## config.mk

```make
export PLATFORM = sky130hd
export DESIGN_NAME = data_io_wide_flat
export DESIGN_NICKNAME = d
export VERILOG_FILES = /design/src/rtl/data_io_wide_if.sv /design/src/rtl/data_io_wide.sv /design/src/flat_wrapper.sv
export SDC_FILE = /design/constraint.sdc
export NUM_CORES = 1
export LEC_CHECK = 0
export ABC_AREA = 0
export BUFFER_PORTS_ARGS = -buffer_cell sky130_fd_sc_hd__clkbuf_2
export CORE_ASPECT_RATIO = 0.8
export CORE_MARGIN = 1.5
export CORE_UTILIZATION = 40
export CTS_BUF_LIST = sky130_fd_sc_hd__clkbuf_16
export CTS_CLUSTER_SIZE = 30
export DETAILED_ROUTE_END_ITERATION = 10
export RECOVER_POWER = 25
export REMOVE_ABC_BUFFERS = 1
export SYNTH_ARGS = -nofsm -noshare
export SYNTH_HDL_FRONTEND = slang
export SYNTH_SLANG_ARGS = --single-unit
```

## constraint.sdc

```tcl
create_clock -name clk_sys -period 2.3 [get_ports clk_sys]
set_input_delay 0.46 -clock clk_sys [delete_from_list [all_inputs] [get_ports clk_sys]]
set_output_delay 0.46 -clock clk_sys [all_outputs]
set_load 0.05 [all_outputs]
```

## src/rtl/data_io_wide_if.sv

```systemverilog
// Bus bundle between the IO controller's SPI link, the write strobe
// source and the memory sink fed by data_io_wide.
interface data_io_wide_if #(
    parameter int DW     = 8,
    parameter int ADDR_W = 25
) ();
    logic              SPI_SCK;
    logic              SPI_SS2;
    logic              SPI_DI;
    logic              clkref;
    logic              ioctl_wait;
    logic              ioctl_download;
    logic [7:0]        ioctl_index;
    logic              ioctl_wr;
    logic [ADDR_W-1:0] ioctl_addr;
    logic [DW-1:0]     ioctl_dout;
    logic [ADDR_W-1:0] ioctl_filesize;
    logic              overflow;

    modport master (
        input  SPI_SCK, SPI_SS2, SPI_DI, clkref, ioctl_wait,
        output ioctl_download, ioctl_index, ioctl_wr, ioctl_addr,
               ioctl_dout, ioctl_filesize, overflow
    );

    modport slave (
        output SPI_SCK, SPI_SS2, SPI_DI, clkref, ioctl_wait,
        input  ioctl_download, ioctl_index, ioctl_wr, ioctl_addr,
               ioctl_dout, ioctl_filesize, overflow
    );
endinterface

```

## src/rtl/data_io_wide.sv

```systemverilog
// SPI download receiver: deserialises command/payload bytes from the IO
// controller, packs them little-endian into DW-bit words, buffers them in a
// small FIFO and issues them to the sink one word per clkref-enabled cycle.
// overflow is a sticky flag for words lost to a full FIFO.
module data_io_wide #(
    parameter int DW         = 8,
    parameter int ADDR_W     = 25,
    parameter int START_ADDR = 0,
    parameter int FIFO_DEPTH = 4
) (
    input logic            clk_sys,
    input logic            reset,
    data_io_wide_if.master bus
);
    localparam int PW = $clog2(FIFO_DEPTH);
    localparam logic [ADDR_W-1:0] START = ADDR_W'(START_ADDR);
    localparam logic [ADDR_W-1:0] STEP  = ADDR_W'(DW / 8);

    typedef enum logic [1:0] {DL_IDLE, DL_ACTIVE, DL_DRAIN} dl_state_t;
    dl_state_t state, state_next;

    logic sck_meta, sck_sync, sck_prev;
    logic ss_meta, ss_sync, di_meta, di_sync;
    logic [1:0] sync_live;
    logic frame_block;
    logic [2:0] bit_cnt;
    logic [6:0] shift_reg;
    logic [7:0] cmd, index_reg;
    logic cmd_valid;
    logic lane;
    logic [DW-1:0] word_buf;
    logic [DW-1:0] mem [FIFO_DEPTH];
    logic [PW:0] wr_ptr, rd_ptr;
    logic [ADDR_W-1:0] next_addr, addr_q, filesize_q;
    logic [DW-1:0] dout_q;
    logic [7:0] index_q;
    logic wr_q, overflow_q;

    logic bit_edge, byte_done, start_evt, end_evt, data_evt, idx_evt;
    logic [7:0] rx_byte;
    logic lane_last, push_req, push_ok, pop, fifo_empty, fifo_full;
    logic [DW-1:0] word_next, push_data;

    // Bring the asynchronous SPI pins into clk_sys; sync_live marks when the
    // synchronised values reflect the pins rather than their reset values.
    always_ff @(posedge clk_sys) begin
        if (reset) begin
            sck_meta  <= 1'b0;
            sck_sync  <= 1'b0;
            sck_prev  <= 1'b0;
            ss_meta   <= 1'b1;
            ss_sync   <= 1'b1;
            di_meta   <= 1'b0;
            di_sync   <= 1'b0;
            sync_live <= 2'b00;
        end else begin
            sck_meta  <= bus.SPI_SCK;
            sck_sync  <= sck_meta;
            sck_prev  <= sck_sync;
            ss_meta   <= bus.SPI_SS2;
            ss_sync   <= ss_meta;
            di_meta   <= bus.SPI_DI;
            di_sync   <= di_meta;
            sync_live <= {sync_live[0], 1'b1};
        end
    end

    // Decode SCK edges into byte events and the download-level actions they trigger.
    always_comb begin
        bit_edge   = sync_live[1] && sck_sync && !sck_prev && !ss_sync && !frame_block;
        rx_byte    = {shift_reg, di_sync};
        byte_done  = bit_edge && (bit_cnt == 3'd7);
        start_evt  = byte_done && cmd_valid && (cmd == 8'h53) && rx_byte[0];
        end_evt    = byte_done && cmd_valid && (cmd == 8'h53) && !rx_byte[0] && (state == DL_ACTIVE);
        data_evt   = byte_done && cmd_valid && (cmd == 8'h54) && (state == DL_ACTIVE);
        idx_evt    = byte_done && cmd_valid && (cmd == 8'h55);
        word_next  = word_buf;
        if (lane) word_next[DW-1:DW-8] = rx_byte;
        else      word_next[7:0] = rx_byte;
        lane_last  = (DW == 8) || lane;
        push_req   = (data_evt && lane_last) || (end_evt && lane);
        push_data  = end_evt ? word_buf : word_next;
        fifo_empty = (wr_ptr == rd_ptr);
        fifo_full  = ((wr_ptr - rd_ptr) == (PW+1)'(FIFO_DEPTH));
        pop        = bus.clkref && !bus.ioctl_wait && !fifo_empty && !start_evt;
        push_ok    = push_req && (!fifo_full || pop);
    end

    // Bit/byte framing; a reset mid-frame blocks bits until SS2 is seen high again.
    always_ff @(posedge clk_sys) begin
        if (reset) begin
            frame_block <= 1'b1;
            bit_cnt     <= 3'd0;
            shift_reg   <= 7'd0;
            cmd         <= 8'd0;
            cmd_valid   <= 1'b0;
            index_reg   <= 8'd0;
        end else begin
            if (sync_live[1] && ss_sync) begin
                frame_block <= 1'b0;
                bit_cnt     <= 3'd0;
                cmd         <= 8'd0;
                cmd_valid   <= 1'b0;
            end else if (bit_edge) begin
                shift_reg <= {shift_reg[5:0], di_sync};
                bit_cnt   <= bit_cnt + 3'd1;
                if (byte_done && !cmd_valid) begin
                    cmd       <= rx_byte;
                    cmd_valid <= 1'b1;
                end
            end
            if (idx_evt) index_reg <= rx_byte;
        end
    end

    // Download state register.
    always_ff @(posedge clk_sys) begin
        if (reset) state <= DL_IDLE;
        else       state <= state_next;
    end

    // Download sequencing: active until the end command, then drain until the sink has every word.
    always_comb begin
        state_next = state;
        case (state)
            DL_ACTIVE: if (end_evt) state_next = DL_DRAIN;
            DL_DRAIN:  if (fifo_empty && !wr_q) state_next = DL_IDLE;
            default:   ;
        endcase
        if (start_evt) state_next = DL_ACTIVE;
    end

    // FIFO storage; contents need no reset because the pointers define validity.
    always_ff @(posedge clk_sys) begin
        if (push_ok) mem[wr_ptr[PW-1:0]] <= push_data;
    end

    // Word packing, FIFO pointers, output issue and download bookkeeping.
    always_ff @(posedge clk_sys) begin
        if (reset) begin
            lane       <= 1'b0;
            word_buf   <= '0;
            filesize_q <= '0;
            index_q    <= 8'd0;
            overflow_q <= 1'b0;
            wr_ptr     <= '0;
            rd_ptr     <= '0;
            next_addr  <= START;
            addr_q     <= START;
            dout_q     <= '0;
            wr_q       <= 1'b0;
        end else begin
            wr_q <= pop;
            if (pop) begin
                dout_q    <= mem[rd_ptr[PW-1:0]];
                addr_q    <= next_addr;
                next_addr <= next_addr + STEP;
                rd_ptr    <= rd_ptr + 1'b1;
            end
            if (push_ok) wr_ptr <= wr_ptr + 1'b1;
            if (push_req && !push_ok) overflow_q <= 1'b1;
            if (data_evt) begin
                filesize_q <= filesize_q + 1'b1;
                if (lane_last) begin
                    lane     <= 1'b0;
                    word_buf <= '0;
                end else begin
                    lane     <= 1'b1;
                    word_buf <= word_next;
                end
            end
            if (end_evt) begin
                lane     <= 1'b0;
                word_buf <= '0;
            end
            if (start_evt) begin
                index_q    <= index_reg;
                filesize_q <= '0;
                lane       <= 1'b0;
                word_buf   <= '0;
                overflow_q <= 1'b0;
                wr_ptr     <= '0;
                rd_ptr     <= '0;
                next_addr  <= START;
            end
        end
    end

    assign bus.ioctl_download = (state != DL_IDLE);
    assign bus.ioctl_index    = index_q;
    assign bus.ioctl_wr       = wr_q;
    assign bus.ioctl_addr     = addr_q;
    assign bus.ioctl_dout     = dout_q;
    assign bus.ioctl_filesize = filesize_q;
    assign bus.overflow       = overflow_q;
endmodule

```

## src/flat_wrapper.sv

```systemverilog
// flat-port wrapper written by rule: the top's interface ports become plain ports
module data_io_wide_flat 
#(
    parameter int DW         = 8,
    parameter int ADDR_W     = 25,
    parameter int START_ADDR = 0,
    parameter int FIFO_DEPTH = 4
)
  (clk_sys, reset, bus_SPI_SCK, bus_SPI_SS2, bus_SPI_DI, bus_clkref, bus_ioctl_wait, bus_ioctl_download, bus_ioctl_index, bus_ioctl_wr, bus_ioctl_addr, bus_ioctl_dout, bus_ioctl_filesize, bus_overflow);
  data_io_wide_if #(.DW(DW), .ADDR_W(ADDR_W)) bus_i ();
  input logic clk_sys;
  input logic reset;
  input wire logic [$bits(bus_i.SPI_SCK)-1:0] bus_SPI_SCK;
  input wire logic [$bits(bus_i.SPI_SS2)-1:0] bus_SPI_SS2;
  input wire logic [$bits(bus_i.SPI_DI)-1:0] bus_SPI_DI;
  input wire logic [$bits(bus_i.clkref)-1:0] bus_clkref;
  input wire logic [$bits(bus_i.ioctl_wait)-1:0] bus_ioctl_wait;
  output wire logic [$bits(bus_i.ioctl_download)-1:0] bus_ioctl_download;
  output wire logic [$bits(bus_i.ioctl_index)-1:0] bus_ioctl_index;
  output wire logic [$bits(bus_i.ioctl_wr)-1:0] bus_ioctl_wr;
  output wire logic [$bits(bus_i.ioctl_addr)-1:0] bus_ioctl_addr;
  output wire logic [$bits(bus_i.ioctl_dout)-1:0] bus_ioctl_dout;
  output wire logic [$bits(bus_i.ioctl_filesize)-1:0] bus_ioctl_filesize;
  output wire logic [$bits(bus_i.overflow)-1:0] bus_overflow;
  assign bus_i.SPI_SCK = bus_SPI_SCK;
  assign bus_i.SPI_SS2 = bus_SPI_SS2;
  assign bus_i.SPI_DI = bus_SPI_DI;
  assign bus_i.clkref = bus_clkref;
  assign bus_i.ioctl_wait = bus_ioctl_wait;
  assign bus_ioctl_download = bus_i.ioctl_download;
  assign bus_ioctl_index = bus_i.ioctl_index;
  assign bus_ioctl_wr = bus_i.ioctl_wr;
  assign bus_ioctl_addr = bus_i.ioctl_addr;
  assign bus_ioctl_dout = bus_i.ioctl_dout;
  assign bus_ioctl_filesize = bus_i.ioctl_filesize;
  assign bus_overflow = bus_i.overflow;
  data_io_wide #(.DW(DW), .ADDR_W(ADDR_W), .START_ADDR(START_ADDR), .FIFO_DEPTH(FIFO_DEPTH)) u_core (.clk_sys(clk_sys), .reset(reset), .bus(bus_i));
endmodule
```

---- Yosys cells after proc, flatten, opt, wreduce, memory -nomap -nowiden ----
Memory sizes are Yosys's and may differ from the RTL's. A register that Yosys moved wholly into a read port is not among the register bits.
Index checks and enable logic that the tools add are counted.
storage, ports and cells
  flip-flop bits (word level) ............. 130
  RAM bits ................................ 32
  output and inout bits ................... 69
  logic and storage cells ................. 95
  memories kept ........................... 1
cells by class
  $add $sub $neg .......................... 6
  equality and inequality tests ........... 12
  muxes and demuxes ....................... 8
  bitwise gates (word level) .............. 1
  reductions and logical operators ........ 42
memory list
  memory      words  width  read ports  clocked after Yosys merged registers in  wr ports  line                RTL
  u_core.mem  4      8      1           1                                        1         data_io_wide.sv:32  logic [DW-1:0] mem [FIFO_DEPTH];
operator list
  operator                 count
  $add A25 B1 Y25 const B  2
  $eq A8 B7 Y1 const B     3
  $logic_and A1 B1 Y1      21
  $logic_not A1 Y1         11
  $add A3 B1 Y3 const B    3
  $mux W8                  1
  $eq A3 B3 Y1 const B     2
  $ne A3 B1 Y1 const B     2
  $reduce_and A3 Y1        2
  $mux W1                  4
  $mux W2                  2
  $ne A2 B1 Y1 const B     2
  $pmux W2 S2              1
  $reduce_and A2 Y1        2
  $reduce_bool A2 Y1       2
  $reduce_or A2 Y1         2
  $eq A3 B3 Y1             1
  $reduce_bool A3 Y1       1
  $sub A3 B3 Y3            1
  $eq A2 B1 Y1 const B     1
  $eq A2 B2 Y1 const B     1
  $logic_or A1 B1 Y1       1
  $not A1 Y1               1

---- Depth between registers and ports, before layout ----
  word-level depth ........................ 14
  gate-level depth with buffers ........... 10
  depth with buffers taken out ............ 7

---- Least setup slack after synthesis ----
No wires, ideal clock.
  path type ............................... register -> register
  start point ............................. register u_core.rd_ptr[1]
  end point ............................... memory u_core.mem[0][0], enable pin
  data arrival time ....................... 2.006 ns
  data required time ...................... 1.968 ns
  path slack .............................. -0.038 ns
  cell stages (with the launch flop) ...... 8
  path buffers ............................ 1
  path through ............................ dfxtp_1 -> clkbuf_1 -> inv_1 -> ha_1 -> nand2_1 -> o21ai_2 -> a311oi_4 -> and2_1
on the way
  word-level cells in the longest chain between the ends .. 8
ends and longest elaborated chain
  item                                                                   line                 RTL
  start: declaration                                                     data_io_wide.sv:33   logic [PW:0] wr_ptr, rd_ptr;
  start signal: assignment                                               data_io_wide.sv:158  rd_ptr <= rd_ptr + 1'b1;
  parallel branches: the longest is 4 deep, another holds $sub A3 B3 Y3  -
  $logic_or A1 B1 Y1 (*)                                                 data_io_wide.sv:86   push_ok = push_req && (!fifo_full || pop);
  $logic_and A1 B1 Y1 (*)                                                data_io_wide.sv:86
  $mux W1 (*)                                                            data_io_wide.sv:135  if (push_ok) mem[wr_ptr[PW-1:0]] <= push_data;
  $mux W1 (not written as such) (*)                                      data_io_wide.sv:135
  end: declaration                                                       data_io_wide.sv:32
Mark *: on every way between the ends.

---- Worst setup path in the final report ----
  start point ............................. register u_core.bit_cnt[0]
  end point ............................... register u_core.next_addr[7]
on the way
  word-level cells in the longest chain between the ends .. 7
ends and longest elaborated chain
  item                                  line                 RTL
  start: declaration                    data_io_wide.sv:26   logic [2:0] bit_cnt;
  start signal: assignment              data_io_wide.sv:106  bit_cnt <= bit_cnt + 3'd1;
  $eq A3 B3 Y1 (*)                      data_io_wide.sv:72   byte_done = bit_edge && (bit_cnt == 3'd7);
  $logic_and A1 B1 Y1 (*)               data_io_wide.sv:72
  $logic_and A1 B1 Y1 (*) (3 in a row)  data_io_wide.sv:73   start_evt = byte_done && cmd_valid && (cmd == 8'h53) && rx_byte[0];
  $logic_not A1 Y1                      data_io_wide.sv:85   pop = bus.clkref && !bus.ioctl_wait && !fifo_empty && !start_evt;
  $logic_and A1 B1 Y1                   data_io_wide.sv:85
  end signal: assignment                data_io_wide.sv:157  next_addr <= next_addr + STEP;
  end: declaration                      data_io_wide.sv:34   logic [ADDR_W-1:0] next_addr, addr_q, filesize_q;
Every way passes the cells marked *; elsewhere a longest branch is shown, timed or not.
A chain may end at the register's enable or synchronous reset.

==> results.py <==
metrics = {
    "status": {
        "status": "finished clean",
    },
    "setup_path": {
        "startpoint_type": "register",
        "crit_fanout": 17,
        "cp-end-kind": "register",
        "cp_cell_sequence": "ha_1 -> ha_1 -> and3b_1 -> and4_1 -> a21o_2 -> or4_1 -> a21oi_1",
        "worst-path-buf-inv": 0,
        "cp_slowest_stage_delay_ps": 540,
        "critPathKind": "reg -> reg",
        "critical_path_required_ps": 2660,
        "cp_common_cell": "ha_1",
        "crit_path_top_delay_cell": "or4_1",
        "path_delay_family": "simple AND/OR/NAND/NOR gates",
        "crit_arrival_ps": 2570,
    },
    "yosys": {
        "synth_seq_cells": 170,
        "synth_area_um2": 7053,
        "netlist-cell-type-count": 54,
        "ys_async_sr_fraction_pct": 0,
        "syn_area_per_cell_um2": 9.796,
        "synth_enable_flop_cells": 32,
        "synth_ff_type": "dfxtp_1",
        "ys_seq_area_share_pct": 52.79,
        "ys_warn_count": 0,
        "synthCells": 720,
    },
    "finish": {
        "layout-drive-gt1-share_pct": 13.80,
        "final_common_cell": "dfxtp_1",
        "mostFrequentLayoutCells": "dfxtp_1 (138), nand2_1 (101), a21oi_1 (72)",
        "largest_register_ffs": 32,
        "finish.utilization_pct": 48.07,
        "n_antenna_cell": 0,
        "final_nets": 827,
        "nFillCells": 1666,
        "syn_to_final_growth_pct": 18.08,
    },
    "global_route": {
        "grt_max_degree": 36,
        "met3_usage_pct": 4.906,
        "met1_usage_pct": 22.94,
        "grt_use_total_pct": 17.58,
        "met2_usage_pct": 28.21,
        "grt_pass1_wl_um": 25320,
        "grt_pass1_vias": 5200,
        "grt-busiest-layer": "met2",
        "grt-ovfl-total": 0,
        "antenna_found_initial": 0,
    },
    "place": {
        "port_buffers": 75,
        "place_congestion": 0.8408,
        "pre_cts_slack_ps": 43.94,
        "hpwl_um": 10830,
    },
    "clock_network": {
        "holdBufCountCts": 0,
        "cts_made_buffers": 17,
        "clk_transition_reported_paths_ps": 60,
        "clk_path_buf_depth": 2,
        "cts_root_buf": "clkbuf_16",
        "clock_sinks": 170,
        "cts_tree": "yes",
        "insertion_delay_ps": 430,
        "h-tree-depth": 4,
    },
    "detailed_routing": {
        "drtIter0Drc": 351,
        "route.antenna.remaining_nets": 0,
        "drc_errors": 0,
        "avgRoutedWirePerCell_um": 14.74,
        "routed_via_density": 5.192,
        "dr.pass1.iters": 4,
        "wirelength_um": 15380,
        "vias": 5420,
    },
    "die": {
        "coreArea_um2": 17320,
        "die_h_um": 121.8,
        "die_w_um": 151.5,
        "io_pins": 76,
        "core.rowCount": 43,
        "start_util_pct": 40.71,
        "die_area_um2": 18440,
    },
    "pwr": {
        "peakVddDrop_v": 0.0004920,
        "cellPowerDensity_nw_per_um2": 740.3,
        "cellLeakagePower_nw": 2.831,
    },
    "worst_hold_path": {
        "min_path_type": "in -> reg",
    },
    "timing": {
        "relSlewSlack_pct": 32.97,
        "fmax_mhz": 451.3,
        "rsz0062_at_grt": "yes",
        "fin_crit_sh_pct": 96.33,
        "setup_ws_ps": 84.32,
        "setup_viol": 0,
        "skew_ps": 8.907,
        "maxSlewViolCount": 0,
        "min_period_ps": 2216,
        "worstMarginPinSlew_ps": 1005,
        "tns_ps": 0,
        "hold_violations": 0,
    },
    "flow_run": {
        "maxCapViolCount": 0,
    },
}
-- metrics by stage --
| step | cells | hold slack (ps) | cell area (um^2) | total power, mW |
|---|---|---|---|---|
| after floorplan | 686 | 389.5 | 6895 | 3.165 |
| after global placement | 1010 | 394.1 | 7745 | 3.219 |
| after detailed placement | 1010 | 402.6 | 7745 | 3.223 |
| after CTS | 1042 | 196.1 | 8368 | 6.229 |
| after global routing | 1044 | 203.0 | 8328 | 6.371 |
| final | 1044 | 209.6 | 8328 | 6.165 |
-- where the power goes --
part / switching (mW) / total (mW) / internal, mW
clock: 1.19 / 3.01 / 1.82
combinational: 0.0793 / 0.113 / 0.0333
sequential: 0.00789 / 3.04 / 3.03
total: 1.28 / 6.17 / 4.88
-- final cells by class --
type	instances	area, um^2	area share [%]
Clock buffer	17	425.4	5.108
Clock inverter	15	197.7	2.374
Inverter	22	82.58	0.9916
Multi-Input combinational cell	494	3103	37.26
Sequential cell	170	3724	44.71
Tap cell	225	281.5	3.380
Timing Repair Buffer	101	514.2	6.175
-- cells by family (layout without fill, tap and decap cells) --
family,Yosys count,after routing,share of synthesized area [%]
xor gates and xnor gates,23,23,2.963
and+or+nand+nor,303,303,22.14
muxes,37,37,6.670
adders and majority gates,14,14,2.484
AOI/OAI and AO/OA,117,117,9.544
DFF,170,170,52.79
buffers and inverters,56,155,3.406
-- worst register-to-register path, delay by kind of cell, from the launching register on --
kind | cells | cell delay (ps)
AOI/OAI and AO/OA | 2 | 450
adders and majority gates | 2 | 410
and+or+nand+nor | 3 | 950
DFF | 1 | 320
-- final timing paths --
| path | start | endpoint | slack (ps) | cells after the start |
|---|---|---|---|---|
| worst min-delay path | bus_SPI_SS2 | u_core.ss_meta$_SDFF_PP1_ | 210 | 2 |
| worst max register to register | u_core.bit_cnt[0]$_SDFFE_PP0P_ | u_core.next_addr[7]$_SDFFE_PP0P_ | 80 | 7 |
| worst max-delay path | u_core.bit_cnt[0]$_SDFFE_PP0P_ | u_core.next_addr[7]$_SDFFE_PP0P_ | 80 | 7 |
| worst min register to register | u_core.ss_meta$_SDFF_PP1_ | u_core.ss_sync$_SDFF_PP1_ | 410 | 1 |
-- layer usage --
| metal | share of wire, % | vias up | wire length, um |
|---|---|---|---|
| met2 | 46 | 121 | 7023 |
| met4 | 1.1 | 0 | 170 |
| li1 | - | 2708 | - |
| met3 | 5.1 | 14 | 783 |
| met5 | 0 | - | 0 |
| met1 | 48 | 2577 | 7407 |
-- Yosys cell counts (4+ instances only) --
cell type  count  share of area [%]
nor4_1         7               0.62
nand4_1       14                1.2
nand3_1       27                1.9
xnor2_1       18                2.2
dfxtp_1      138                 39
or3_1         22                2.0
mux4_2         8                2.6
nor3_1         5               0.35
o31ai_1        5               0.53
nor2b_1       11               0.98
buf_2         18                1.3
ha_1          14                2.5
and2_1        16                1.4
mux2i_1       29                4.1
o21ai_0       24                1.7
a21oi_1       72                5.1
nor2_1        60                3.2
xor2_1         4               0.50
and4_1         6               0.75
nand2_1      101                5.4
clkbuf_1      13               0.69
inv_1         22                1.2
edfxtp_1      32                 14
or4_1          4               0.43
-- repair_timing --
| action | in CTS | in global routing |
|---|---|---|
| setup endpoints to repair | 0 | 92 |
| setup buffers | 0 | 2 |
| gates resized for setup | 0 | 7 |
| endpoints found under the hold margin | 0 | 0 |
(Power assumes the default switching activity.)
